[src/rtl/ram_burst_ctrl.sv]
`default_nettype none
// ============================================================================
// Module   : ram_burst_ctrl
// Brief    : Burst controller streaming write/read beats to a single-port,
//            one-cycle-latency RAM with wrapping addresses.
// Revision : 1.0 - initial release
// ============================================================================
module ram_burst_ctrl #(
    parameter int ADDR_W = 5,
    parameter int DATA_W = 8
) (
    input  logic              clock,
    input  logic              reset_n,
    input  logic              start,
    input  logic              op,
    input  logic [ADDR_W-1:0] base_addr,
    input  logic [5:0]        len,
    output logic              busy,
    output logic              done,
    output logic              err,
    input  logic [DATA_W-1:0] wr_data,
    input  logic              wr_valid,
    output logic              wr_ready,
    output logic [DATA_W-1:0] rd_data,
    output logic              rd_valid,
    input  logic              rd_ready,
    output logic [ADDR_W-1:0] ram_addr,
    output logic              ram_we,
    output logic [DATA_W-1:0] ram_d,
    input  logic [DATA_W-1:0] ram_q
);

    typedef enum logic [1:0] {
        S_IDLE  = 2'd0,
        S_WRITE = 2'd1,
        S_READ  = 2'd2,
        S_DONE  = 2'd3
    } state_t;

    localparam logic [5:0]        c_MAX_LEN  = 6'd32;
    localparam logic [5:0]        c_LEN_ONE  = 6'd1;
    localparam logic [ADDR_W-1:0] c_ADDR_INC = {{(ADDR_W-1){1'b0}}, 1'b1};

    state_t            r_state;
    state_t            w_state_nxt;
    logic [ADDR_W-1:0] r_addr;
    logic [5:0]        r_issue_left;
    logic [5:0]        r_beat_left;
    logic              r_pending;
    logic              r_rd_valid;
    logic [DATA_W-1:0] r_rd_data;
    logic              r_err;

    logic w_len_ok;
    logic w_accept;
    logic w_wr_beat;
    logic w_issue;
    logic w_rd_hs;

    assign w_len_ok  = (len != 6'd0) && (len <= c_MAX_LEN);
    assign w_accept  = (r_state == S_IDLE) && start && w_len_ok;
    assign w_wr_beat = (r_state == S_WRITE) && wr_valid;
    // One read in flight at a time; a new issue only when the output slot frees up.
    assign w_issue   = (r_state == S_READ) && (r_issue_left != 6'd0) && !r_pending
                       && (!r_rd_valid || rd_ready);
    assign w_rd_hs   = (r_state == S_READ) && r_rd_valid && rd_ready;

    always_ff @(posedge clock or negedge reset_n) begin
        if (!reset_n) begin
            r_state <= S_IDLE;
        end else begin
            r_state <= w_state_nxt;
        end
    end

    always_comb begin
        w_state_nxt = r_state;
        busy        = 1'b0;
        done        = 1'b0;
        wr_ready    = 1'b0;
        ram_we      = 1'b0;
        ram_d       = '0;
        case (r_state)
            S_IDLE: begin
                if (w_accept) begin
                    w_state_nxt = op ? S_WRITE : S_READ;
                end
            end
            S_WRITE: begin
                busy     = 1'b1;
                wr_ready = 1'b1;
                ram_we   = wr_valid;
                ram_d    = wr_data;
                if (w_wr_beat && (r_beat_left == c_LEN_ONE)) begin
                    w_state_nxt = S_DONE;
                end
            end
            S_READ: begin
                busy = 1'b1;
                if (w_rd_hs && (r_beat_left == c_LEN_ONE)) begin
                    w_state_nxt = S_DONE;
                end
            end
            S_DONE: begin
                done        = 1'b1;
                w_state_nxt = S_IDLE;
            end
            default: w_state_nxt = S_IDLE;
        endcase
    end

    assign ram_addr = r_addr;
    assign rd_data  = r_rd_data;
    assign rd_valid = r_rd_valid;
    assign err      = r_err;

    always_ff @(posedge clock or negedge reset_n) begin
        if (!reset_n) begin
            r_addr       <= '0;
            r_issue_left <= '0;
            r_beat_left  <= '0;
            r_pending    <= 1'b0;
            r_rd_valid   <= 1'b0;
            r_rd_data    <= '0;
            r_err        <= 1'b0;
        end else begin
            r_err     <= (r_state == S_IDLE) && start && !w_len_ok;
            r_pending <= w_issue;
            if (w_accept) begin
                r_addr       <= base_addr;
                r_issue_left <= len;
                r_beat_left  <= len;
                r_rd_valid   <= 1'b0;
            end else begin
                if (w_wr_beat || w_issue) begin
                    r_addr <= r_addr + c_ADDR_INC;
                end
                if (w_issue) begin
                    r_issue_left <= r_issue_left - c_LEN_ONE;
                end
                if (w_wr_beat || w_rd_hs) begin
                    r_beat_left <= r_beat_left - c_LEN_ONE;
                end
                // ram_q is valid in the cycle after the issue; capture it into the output slot.
                if (r_pending) begin
                    r_rd_data  <= ram_q;
                    r_rd_valid <= 1'b1;
                end else if (w_rd_hs) begin
                    r_rd_valid <= 1'b0;
                end
            end
        end
    end

endmodule
`default_nettype wire

[config.mk]
export PLATFORM = sky130hd
export DESIGN_NAME = ram_burst_ctrl
export DESIGN_NICKNAME = d
export VERILOG_FILES = /design/src/rtl/ram_burst_ctrl.sv
export SDC_FILE = /design/constraint.sdc
export NUM_CORES = 1
export LEC_CHECK = 0
export BUFFER_PORTS_ARGS = -buffer_cell sky130_fd_sc_hd__buf_2
export CAP_MARGIN = 30
export CORE_MARGIN = 1.5
export CORE_UTILIZATION = 30
export CTS_BUF_LIST = sky130_fd_sc_hd__clkbuf_2 sky130_fd_sc_hd__clkbuf_4 sky130_fd_sc_hd__clkbuf_8
export CTS_CLUSTER_DIAMETER = 100
export DETAILED_ROUTE_END_ITERATION = 8
export HOLD_SLACK_MARGIN = 0.05
export PLACE_DENSITY_LB_ADDON = 0.12
export SLEW_MARGIN = 5
export SYNTH_ARGS = -nofsm -noshare
export SYNTH_HDL_FRONTEND = slang
export SYNTH_SLANG_ARGS = --single-unit
[constraint.sdc]
create_clock -name clock -period 2.1 [get_ports clock]
set_input_delay 0.315 -clock clock [delete_from_list [all_inputs] [get_ports clock]]
set_output_delay 0.315 -clock clock [all_outputs]
set_load 0.03 [all_outputs]
==> results_dict.tcl <==
set metrics [dict create \
    outcome "finished, final reports clean" \
    crit_family "simple AND/OR/NAND/NOR gates" \
    power.density_nw_per_um2 1590 \
    drc 0 \
    avgSynthCellArea_um2 10.4 \
    synth_area_leaders "dfrtp_1, ha_1, mux2_4" \
    grt_usage_pct 14.0 \
    grt_max_degree 31 \
    fin_skew_ps 6.44 \
    dpl_cell_area_um2 2240 \
    path_class "reg -> reg" \
    syn-cell-area_um2 1810 \
    reg2reg_slack_ps 140 \
    total_power_w 0.00374 \
    r2r_end "r_issue_left[1]$_DFFE_PN0P_" \
    seq_area_frac_synth_pct 41.4 \
    hold_slack_ps 65.2 \
    syn2layout_area_growth_pct 29.7 \
    cp.required_ps 2260 \
    numCtsBuffers 5 \
    vias 1488 \
    antenna_found_initial 0 \
    hold_path.class "in -> async" \
    root_buffer "clkbuf_8" \
    die_y_um 80.7 \
    antenna_left 0 \
    ys_top_cells_by_count "dfrtp_1, a21oi_1, nor2_1" \
    synth-seq-cells 30 \
    synth_warnings 0 \
    syn_nets 217 \
    tightest_slew_ps 703 \
    rows 28 \
    cp-start-kind "register" \
    synth_edf_count 0 \
    worstRegToRegCells 7 \
    via_per_inst 4.64 \
    slowest_delay_ps 500 \
    fin_util_pct 39.9 \
    hold_buffers 0 \
    crit_buf_inv 1 \
    rsz0062_at_grt "false" \
    cp.arrival_ps 2120 \
    gp_congestion 0.787 \
    crit_cells 7 \
    r2r-start "r_issue_left[0]$_DFFE_PN0P_" \
    tns_ps 0 \
    max_freq_mhz 510 \
    maxSlewViolCount 0 \
    syn_inst 174 \
    cp_slowest_cell "or4b_4" \
    peakVddDrop_uv 640 \
    power.leakage_nw 1.11 \
    async_flop_share_pct 100 \
    core-area_um2 5890 \
    crit_path_end_kind "register" \
    finalHoldViolations 0 \
    yosys.area.top_type "dfrtp_1" \
    grt_remaining_overflow 0 \
    min_period_over_period_pct 93.4 \
    nNetsFinal 288 \
    cap_violations 0 \
    clkTransAtPathRegs_ps 70 \
    yosysTopAreaCellShare_pct 41.4 \
    port-buffer-count 59 \
    max_slew_margin_pct 53.1 \
    cts.htree.levels 2 \
    clkLatencyLatePin_ps 280 \
    setup_viol 0 \
    synth.distinct_cells 41 \
    grt_pass1_vias 1491 \
    clock_sinks 30 \
    yosysMostFrequentCell "dfrtp_1" \
    drt_iter0_drc 56 \
    layout-drive-gt1-share_pct 39.0 \
    routed_wl_um 4150 \
    post-dp-hpwl_um 3180 \
    die_area_um2 6510 \
    cp_max_fo 4 \
    initial_core_util_pct 30.8 \
    pin_count 60 \
    stdcell_area_um2 2350 \
    dr.pass1.iters 4 \
    cts_tree "built" \
    fp.dieW_um 80.7 \
    n_fill_cell 613 \
    postCtsSetupBuffers 0 \
    grt_pass1_wl_um 6940 \
    synthFlopType "dfrtp_1" \
    period_needed_ps 1960 \
    wl_per_cell_um 12.9 \
    antenna_cells 0 \
    crit_chain "inv_2 -> ha_1 -> or4b_4 -> nor2_4 -> nor2_2 -> mux2i_1 -> mux2_1" \
    cts_buffer_depth 2 \
]
==> cell families (layout without fill, tap and decap cells) <==
kind of cell    Yosys count  after routing  synth area share (%)
buf+inv                  12             84                  3.45
mux                      16             16                  11.1
flops                    30             30                  41.4
compound gates           31             31                  10.4
simple gates             62             62                  20.4
fa+ha+maj                10             10                  6.91
xor+xnor                 13             13                  6.28
==> layout by cell type, fill, tap and decap left out, types with 2 or more instances in the layout <==
cell      instances
nor3_1            6
ha_1             10
nor3b_1           2
a31oi_1           2
inv_1             6
nand4_1           3
clkbuf_8          6
nand3_1           4
nor2_1           13
mux2_4            8
mux2i_1           7
xor2_1            3
nor3_4            2
or3_1             3
buf_4            10
nand2b_1          3
dfrtp_1          30
o21ai_0           5
buf_2            59
a21oi_1          13
and2_1            8
nand2_1           8
xnor2_1          10
==> report_power, final <==
| group | internal [W] | switching (W) |
|---|---|---|
| registers | 0.000879 | 0.000286 |
| logic | 0.000899 | 0.00118 |
| clock network | 0.000277 | 0.000222 |
| total | 0.00206 | 0.00169 |
==> how the worst max path moves through the flow <==
stage                                        endpoint                         from  slack [ps]
after floorplan            r_beat_left[5]$_DFFE_PN0P_       r_state[1]$_DFFE_PN0P_          80
after global placement    r_issue_left[1]$_DFFE_PN0P_  r_issue_left[0]$_DFFE_PN0P_          40
after detailed placement  r_issue_left[1]$_DFFE_PN0P_  r_issue_left[0]$_DFFE_PN0P_          70
after CTS                 r_issue_left[1]$_DFFE_PN0P_  r_issue_left[0]$_DFFE_PN0P_          50
after global routing          ram_addr[3]$_DFFE_PN0P_       r_state[0]$_DFFE_PN0P_           7
final                     r_issue_left[1]$_DFFE_PN0P_  r_issue_left[0]$_DFFE_PN0P_         140
==> per-stage QoR <==
stage	worst slack, ps	instances
after floorplan	75.6	174
after global placement	44.6	313
after detailed placement	65.6	313
after CTS	54.9	321
after global routing	7.33	321
final	139	321
==> area by class of cell <==
cell class | count | area (µm²) | area share, %
timing repair buffer | 69 | 370 | 15.8
multi-input combinational | 132 | 1010 | 43.1
clock buffer | 7 | 90.1 | 3.83
sequential | 30 | 751 | 31.9
tap | 75 | 93.8 | 3.99
inverter | 7 | 26.3 | 1.12
clock inverter | 1 | 5.00 | 0.213
==> state kept, by name (all words and copies together), names as in the netlist <==
| signal | count |
|---|---|
| ram_addr | 5 |
| r_state | 2 |
| rd_data | 8 |
| r_beat_left | 6 |
| rd_valid | 1 |
| r_issue_left | 6 |
| r_pending | 1 |
| err | 1 |
==> timing repair <==
item	CTS	global route
resized for setup	0	4
hold endpoints to repair	0	0
setup endpoints to repair	0	3
==> metal layers <==
layer,GRT usage (%),share of wire (%),up-vias
met3,2.84,3.4,5
met5,0,0,-
met1,18.8,49,707
li1,-,-,753
met4,5.17,1.3,0
met2,22.3,46,23
No activity file was read; power rests on OpenSTA's default activity.
